==> src/rtl/serial_frame_rx.sv <==
// Serial frame receiver: start bit, WIDTH data bits LSB first, optional even parity, stop bit.
// Delivers good words on a valid/ready port and pulses framing, parity and overrun errors.
module serial_frame_rx #(
  parameter int WIDTH     = 4,
  parameter bit PARITY_EN = 1'b1
) (
  input  logic             clk,
  input  logic             rst,
  input  logic             bit_en,
  input  logic             sin,
  input  logic             out_ready,
  output logic [WIDTH-1:0] out_data,
  output logic             out_valid,
  output logic             busy,
  output logic             frame_err,
  output logic             parity_err,
  output logic             overrun
);

  localparam int CW = $clog2(WIDTH + 1);

  // state  | meaning
  // IDLE   | line idle, waiting for a 0 start bit
  // DATA   | shifting in WIDTH data bits, LSB first
  // PARITY | sampling the even-parity bit
  // STOP   | sampling the stop bit and resolving the frame
  typedef enum logic [1:0] {IDLE, DATA, PARITY, STOP} state_t;

  state_t           state, state_nxt;
  logic [CW-1:0]    cnt;
  logic [WIDTH-1:0] shreg;
  logic             perr;
  logic             start, shift, latch_par, stop_edge;
  logic             last_bit, perr_eff, good, load, ovr;

  assign last_bit = (cnt == CW'(WIDTH - 1));
  assign perr_eff = PARITY_EN && perr;
  assign busy     = (state != IDLE);

  always_ff @(posedge clk or posedge rst) begin
    if (rst) state <= IDLE;
    else     state <= state_nxt;
  end

  always_comb begin
    state_nxt = state;
    start     = 1'b0;
    shift     = 1'b0;
    latch_par = 1'b0;
    stop_edge = 1'b0;
    if (bit_en) begin
      case (state)
        IDLE: begin
          if (!sin) begin
            start     = 1'b1;
            state_nxt = DATA;
          end
        end
        DATA: begin
          shift = 1'b1;
          if (last_bit) state_nxt = PARITY_EN ? PARITY : STOP;
        end
        PARITY: begin
          latch_par = 1'b1;
          state_nxt = STOP;
        end
        STOP: begin
          stop_edge = 1'b1;
          state_nxt = IDLE;
        end
        default: state_nxt = IDLE;
      endcase
    end
  end

  // A good word replaces the held one only if the consumer frees it on the same edge.
  assign good = stop_edge && sin && !perr_eff;
  assign load = good && (!out_valid || out_ready);
  assign ovr  = good && out_valid && !out_ready;

  always_ff @(posedge clk or posedge rst) begin
    if (rst) begin
      cnt        <= '0;
      shreg      <= '0;
      perr       <= 1'b0;
      out_data   <= '0;
      out_valid  <= 1'b0;
      frame_err  <= 1'b0;
      parity_err <= 1'b0;
      overrun    <= 1'b0;
    end else begin
      if (start) begin
        cnt  <= '0;
        perr <= 1'b0;
      end
      if (shift) begin
        shreg <= {sin, shreg[WIDTH-1:1]};
        if (cnt != CW'(WIDTH)) cnt <= cnt + CW'(1);
      end
      if (latch_par) perr <= sin ^ (^shreg);

      frame_err  <= stop_edge && !sin;
      parity_err <= stop_edge && sin && perr_eff;
      overrun    <= ovr;

      if (load) begin
        out_data  <= shreg;
        out_valid <= 1'b1;
      end else if (out_valid && out_ready) begin
        out_valid <= 1'b0;
      end
    end
  end

endmodule

==> config.mk <==
export PLATFORM = sky130hd
export DESIGN_NAME = serial_frame_rx
export DESIGN_NICKNAME = d
export VERILOG_FILES = /design/src/rtl/serial_frame_rx.sv
export SDC_FILE = /design/constraint.sdc
export NUM_CORES = 1
export LEC_CHECK = 0
export CAP_MARGIN = 20
export CORE_UTILIZATION = 46
export DETAILED_ROUTE_END_ITERATION = 10
export GPL_TIMING_DRIVEN = 1
export PLACE_DENSITY = 0.73
export SLEW_MARGIN = 10
export SYNTH_ARGS = -nofsm -noshare
export SYNTH_HDL_FRONTEND = slang
export SYNTH_SLANG_ARGS = --single-unit
==> constraint.sdc <==
create_clock -name clk -period 1.45 [get_ports clk]
set_input_delay 0.29 -clock clk [delete_from_list [all_inputs] [get_ports clk]]
set_output_delay 0.29 -clock clk [all_outputs]
set_load 0.01 [all_outputs]
==> results.sh, run 1 <==
export IMPL_layout_drive_gt1_share=0.382
export IMPL_setup_violations=0
export IMPL_worst_slew_pin_transition_ns=0.251
export IMPL_postSynthCellCount=71
export IMPL_grt_setup_unrepaired="yes"
export IMPL_synth_seq_area_share=0.511
export IMPL_total_via_count_after_detailed_routing=594
export IMPL_gp_congestion=0.723
export IMPL_drt_initial_drc_count=2
export IMPL_ctsRootBufferMaster="clkbuf_4"
export IMPL_power_density_cell_area_nw_per_um2=1930
export IMPL_io_pins=14
export IMPL_diodes=0
export IMPL_final_net_count=115
export IMPL_synth_area_um2=881
export IMPL_hold_viol_final=0
export IMPL_die_height_um=45.8
export IMPL_numCtsBuffers=3
export IMPL_postRouteAntennaNets=0
export IMPL_clkTransAtPathRegs_ns=0.10
export IMPL_floorplan_initialDensity=0.499
export IMPL_clock_tree_htree_level_count=1
export IMPL_stdcell_count=127
export IMPL_cts_hold_repair_buffers=0
export IMPL_placeableCoreArea_um2=1760
export IMPL_tritoncts="done"
export IMPL_detailed_place_hpwl_mm=1.10
export IMPL_finalCriticalPeriod_ns=1.42
export IMPL_area_growth_pct=40.3
export IMPL_route_detailed_drc=0
export IMPL_yosys_area_share_adder=0.0994
export IMPL_timing_critical_path_from_type="register"
export IMPL_grt_pass1_wl_mm=2.68
export IMPL_globalRoute_totalOverflow=0
export IMPL_hp_class="input port to asynchronous set/reset pin"
export IMPL_synth_xor_xnor_area_share=0.0455
export IMPL_power_leakage_nw=0.659
export IMPL_postSynthRegisterBits=18
export IMPL_post_drt_via_cell_ratio=4.68
export IMPL_yosys_warnings=0
export IMPL_cpPeakStageDelay_ns=0.38
export IMPL_post_layout_total_power_mw=2.38
export IMPL_layout_common_cells="18 x dfrtp_1, 14 x buf_4, 8 x inv_1"
export IMPL_mux_cell_area_share_after_synthesis=0.161
export IMPL_cp_arrival_ns=1.61
export IMPL_detail_route_wirelength_mm=1.57
export IMPL_detail_route_wl_per_cell_um=12.3
export IMPL_critical_path_slowest_cell="dfrtp_1"
export IMPL_grt_start_max_net_pins=19
export IMPL_rows=15
export IMPL_critPathMaxFanout=4
export IMPL_outcome="finished clean"
export IMPL_cells_along_the_critical_path="buf_4 -> ha_4 -> nand4b_4 -> nor2b_4 -> mux2_2"
export IMPL_timing_fmax_mhz=704
export IMPL_post_synth_cell_area_avg_um2=12.4
export IMPL_antenna_violations_before_repair=0
export IMPL_worst_ep_required_time_ns=1.64
export IMPL_clk_latency_ns=0.29
export IMPL_synthSimpleGateAreaFrac=0.121
export IMPL_mostFrequentLayoutCell="dfrtp_1"
export IMPL_main_combinational_cell_family_by_area_after_synthesis="multiplexers"
export IMPL_irDropWorstVdd_uv=1020
export IMPL_count_of_port_buffers_added_during_placement=13
export IMPL_die_x_um=45.8
export IMPL_worst_rel_slew_slack=0.832
export IMPL_rrSetupSlack_ns=0.03
export IMPL_worst_path_dominant_cell_family="flip-flops"
export IMPL_synth_compound_gate_area_share=0.0284
export IMPL_placedCellCount=123
export IMPL_worstPathBufferInverterCount=1
export IMPL_post_route_period_util=0.980
export IMPL_max_cap_violations=0
export IMPL_cts_path_max_buffers=2
export IMPL_die_area_um2=2090
export IMPL_finClkSkew_ns=0.00113
export IMPL_dr_pass1_iters=2
export IMPL_synth_distinct_cells=19
export IMPL_slew_violations=0
export IMPL_cts_sinks=18
export IMPL_syn_nets=83
export IMPL_worstSetupEndpointType="register"
export IMPL_grt_pass1_vias=629
export IMPL_grt_util_all_layers=0.193
export IMPL_worst_setup_path_type="register to register"
export IMPL_postCtsSetupRepairBufs=0
-- worst register-to-register path, stage by stage (launching register included) --
cell and delay [ns]:
dfrtp_1 0.38, buf_4 0.13, ha_4 0.14, nand4b_4 0.12
nor2b_4 0.20, mux2_2 0.35
-- stage by stage --
step | hold WS, ns | setup slack [ns] | setup TNS, ns | util | cell area [um2]
after floorplan | 0.229 | 0.0224 | 0 | - | 881
after global placement | 0.492 | -0.239 | -2.58 | 0.650 | 1150
after global routing | 0.346 | -0.0573 | -0.190 | 0.701 | 1240
after CTS | 0.305 | 0.00146 | 0 | 0.679 | 1200
final | 0.304 | 0.0292 | 0 | 0.701 | 1240
after detailed placement | 0.495 | -0.262 | -3.00 | 0.650 | 1150
-- cell usage after synthesis --
library cell  count  share of area
xor2_1            1         0.0099
a21oi_2           1         0.0099
nor2_1            4          0.017
dfrtp_1          18           0.51
nand3b_1          1         0.0085
mux2i_1           4          0.045
mux2_2            9           0.12
xnor3_1           1          0.026
o21ai_0           1         0.0057
a32o_2            1          0.013
nand2b_1          2          0.014
nand2_1           8          0.034
inv_1             8          0.034
and2b_1           1         0.0085
xnor2_1           1         0.0099
nand4b_2          1          0.017
nand3_1           1         0.0057
nor2b_4           1          0.016
ha_1              7          0.099
-- sequential cells by signal, summed over array words and instances (netlist names) --
name and cells:
frame_err 1, cnt 3, out_valid 1, perr 1, shreg 4, state 2
overrun 1, out_data 4, parity_err 1
-- cell families after synthesis --
logic type | after synthesis
XOR/XNOR | 3
buffers and inverters | 8
AO/OA/AOI/OAI | 3
adder cells (fa/ha/maj) | 7
multiplexers | 13
flip-flops | 18
AND/OR/NAND/NOR | 19
-- power by group --
group | switching [mW] | internal (mW) | total [mW]
Combinational | 0.507 | 0.717 | 1.22
Clock | 0.153 | 0.153 | 0.306
Sequential | 0.147 | 0.707 | 0.854
Total | 0.808 | 1.58 | 2.38
-- what timing repair did --
item                                    CTS  global route
gates resized for setup                  16             9
pin swaps                                 0             1
endpoints found under the setup margin   13            14
-- metal layers --
metal | vias to the layer above | GRT usage | part of all wire
li1 | 296 | - | -
met2 | 12 | 0.334 | 0.51
met5 | - | 0 | 0
met4 | 0 | 0.106 | 0.0077
met3 | 2 | 0.0476 | 0.029
met1 | 284 | 0.214 | 0.46
-- worst paths after layout --
path / cells past startpoint / endpoint / start
max: 5 / out_data[0]$_DFFE_PP0P_ / state[1]$_DFFE_PP0P_
max in group asynchronous: 3 / shreg[3]$_DFFE_PP0P_ / rst
min: 3 / out_data[3]$_DFFE_PP0P_ / rst
min in group clk: 1 / out_data[1]$_DFFE_PP0P_ / out_data[1]$_DFFE_PP0P_
max reg2reg: 5 / out_data[0]$_DFFE_PP0P_ / state[1]$_DFFE_PP0P_
min reg2reg: 1 / out_data[1]$_DFFE_PP0P_ / out_data[1]$_DFFE_PP0P_
-- final cells by class --
| class | count | area [um2] |
|---|---|---|
| Timing Repair Buffer | 27 | 224 |
| Sequential cell | 18 | 450 |
| Inverter | 8 | 30.0 |
| Fill cell | 149 | 528 |
| Tap cell | 25 | 31.3 |
| Multi-Input combinational cell | 45 | 464 |
| Clock buffer | 4 | 36.3 |
Note: power is estimated with default switching activity, not from simulation.
==> inputs of run 2 (changes only) <==
Settings changed: SKIP_LAST_GASP from default to 1.
==> run 2 against run 1 <==
Die area unchanged. Flip-flop and latch count unchanged. Clock-buffer cell count is the same. Utilization is 0.14 points lower. Via count increased by 0.51%. Clock skew barely moved. Worst setup slack gained 0.0041 ns. Combinational power barely moved. Critical path depth is the same. First-iteration DRC count grew 100%. Clock power grew 2%. Critical endpoint unchanged.
==> results.sh, run 2 (same netlist as run 1, synthesis figures left out) <==
export IMPL_outcome="finished clean"
export IMPL_timing_critical_path_from_type="register"
export IMPL_post_route_period_util=0.977
export IMPL_reg_largest_list="out_data (4), shreg (4), cnt (3)"
export IMPL_end_of_the_worst_register_to_register_path="out_data[0]$_DFFE_PP0P_"
export IMPL_postCtsSetupRepairBufs=0
export IMPL_placeableCoreArea_um2=1760
export IMPL_setup_violations=0
export IMPL_layout_common_cells="18 x dfrtp_1, 14 x buf_4, 8 x inv_1"
export IMPL_postLayoutCoreUtil=0.699
export IMPL_clkTransAtPathRegs_ns=0.10
export IMPL_final_net_count=115
export IMPL_route_detailed_drc=0
export IMPL_hold_viol_final=0
export IMPL_worst_rel_slew_slack=0.826
export IMPL_grt_start_max_net_pins=19
export IMPL_detailed_place_hpwl_mm=1.10
export IMPL_power_leakage_nw=0.661
export IMPL_layout_drive_gt1_share=0.373
export IMPL_antenna_violations_before_repair=0
export IMPL_area_after_detailed_placement_um2=1150
export IMPL_timing_fmax_mhz=706
export IMPL_die_area_um2=2090
export IMPL_detail_route_wl_per_cell_um=12.0
export IMPL_worstSetupEndpointType="register"
export IMPL_post_drt_via_cell_ratio=4.70
export IMPL_total_via_count_after_detailed_routing=597
export IMPL_final_design_area_no_fill_um2=1230
export IMPL_floorplan_initialDensity=0.499
export IMPL_slew_violations=0
export IMPL_cpPeakStageDelay_ns=0.37
export IMPL_hp_class="input port to asynchronous set/reset pin"
export IMPL_grt_util_all_layers=0.193
export IMPL_area_growth_pct=40.1
export IMPL_cts_path_max_buffers=2
export IMPL_worst_path_dominant_cell_family="flip-flops"
export IMPL_finClkSkew_ns=0.000969
export IMPL_worst_ep_required_time_ns=1.64
export IMPL_path_depth=5
export IMPL_dr_pass1_iters=4
export IMPL_rrSetupSlack_ns=0.03
export IMPL_startpoint_of_the_worst_slack_reg_to_reg_timing_path="state[1]$_DFFE_PP0P_"
export IMPL_cp_arrival_ns=1.60
export IMPL_cts_sinks=18
export IMPL_finalCriticalPeriod_ns=1.42
export IMPL_count_of_port_buffers_added_during_placement=13
export IMPL_stdcell_count=127
export IMPL_clk_latency_ns=0.29
export IMPL_clock_tree_htree_level_count=1
export IMPL_worstPathBufferInverterCount=1
export IMPL_max_cap_violations=0
export IMPL_detail_route_wirelength_mm=1.52
export IMPL_placedCellCount=123
export IMPL_die_x_um=45.8
export IMPL_crit_end="out_data[0]$_DFFE_PP0P_"
export IMPL_drt_initial_drc_count=4
export IMPL_rows=15
export IMPL_die_height_um=45.8
export IMPL_worst_setup_path_type="register to register"
export IMPL_cts_hold_repair_buffers=0
export IMPL_globalRoute_totalOverflow=0
export IMPL_worst_slew_pin_transition_ns=0.260
export IMPL_tritoncts="done"
export IMPL_power_density_cell_area_nw_per_um2=1930
export IMPL_diodes=0
export IMPL_crit_path_start="state[1]$_DFFE_PP0P_"
export IMPL_postRouteAntennaNets=0
export IMPL_fillerInstances=148
export IMPL_cells_along_the_critical_path="buf_4 -> ha_4 -> nand4b_4 -> nor2b_4 -> mux2_2"
export IMPL_grt_setup_unrepaired="yes"
export IMPL_ctsRootBufferMaster="clkbuf_4"
export IMPL_grt_pass1_wl_mm=2.68
export IMPL_critical_path_slowest_cell="dfrtp_1"
export IMPL_grt_pass1_vias=629
export IMPL_numCtsBuffers=3
export IMPL_io_pins=14
export IMPL_setup_tns_ns=0
export IMPL_mostFrequentLayoutCell="dfrtp_1"
export IMPL_gp_congestion=0.723
export IMPL_irDropWorstVdd_uv=1020
export IMPL_critPathMaxFanout=4
export IMPL_r2r_worst_path_cells=5
[run 2: cell count changes in the layout (fill, tap and decap cells not counted)]
cell / delta
ha_1: +1
ha_2: -1
[run 2: per-layer routing]
layer	up-vias	share of wire	GRT usage
met5	-	0	0
met3	4	0.030	0.0476
met4	0	0.014	0.106
met1	283	0.44	0.214
li1	296	-	-
met2	14	0.51	0.334
[run 2: timing repair]
item	4_1_cts	5_1_grt
gates resized for setup	16	8
setup endpoints to repair	13	14
pin swaps	0	1
[run 2: worst min-delay path by stage]
stage / from / end / slack (ns)
floorplan: rst / cnt[0]$_DFF_PP0_ / 0.23
global route: rst / out_valid$_DFFE_PP0P_ / 0.35
finish: rst / perr$_DFFE_PP0P_ / 0.30
CTS: rst / parity_err$_DFF_PP0_ / 0.31
detailed placement: out_data[2]$_DFFE_PP0P_ / out_data[2]$_DFFE_PP0P_ / 0.49
global placement: out_data[3]$_DFFE_PP0P_ / out_data[3]$_DFFE_PP0P_ / 0.49
[run 2: power by group]
part	switching [mW]	internal [mW]	leakage (nW)	total [mW]
sequential	0.147	0.707	0.227	0.853
combinational	0.499	0.712	0.413	1.21
clock	0.158	0.153	0.0210	0.311
total	0.804	1.57	0.661	2.38
[run 2: layout make-up]
class                           count  area (um2)  share of cell area
Clock buffer                        4        36.3              0.0294
Inverter                            8        30.0              0.0243
Multi-Input combinational cell     45         462               0.374
Sequential cell                    18         450               0.365
Tap cell                           25        31.3              0.0254
Timing Repair Buffer               27         224               0.182
[run 2: through the flow]
stage	power, mW	hold WS [ns]	setup slack, ns
2_1_floorplan	1.52	0.229	0.0224
3_3_place_gp	1.98	0.492	-0.239
3_5_place_dp	2.01	0.495	-0.262
4_1_cts	2.32	0.305	0.00146
5_1_grt	2.58	0.346	-0.0573
6_report	2.38	0.300	0.0333
[run 2: tightest hold or removal path: cells and delay by family]
family	cells	cell delay, ns
buf+inv	3	0.68
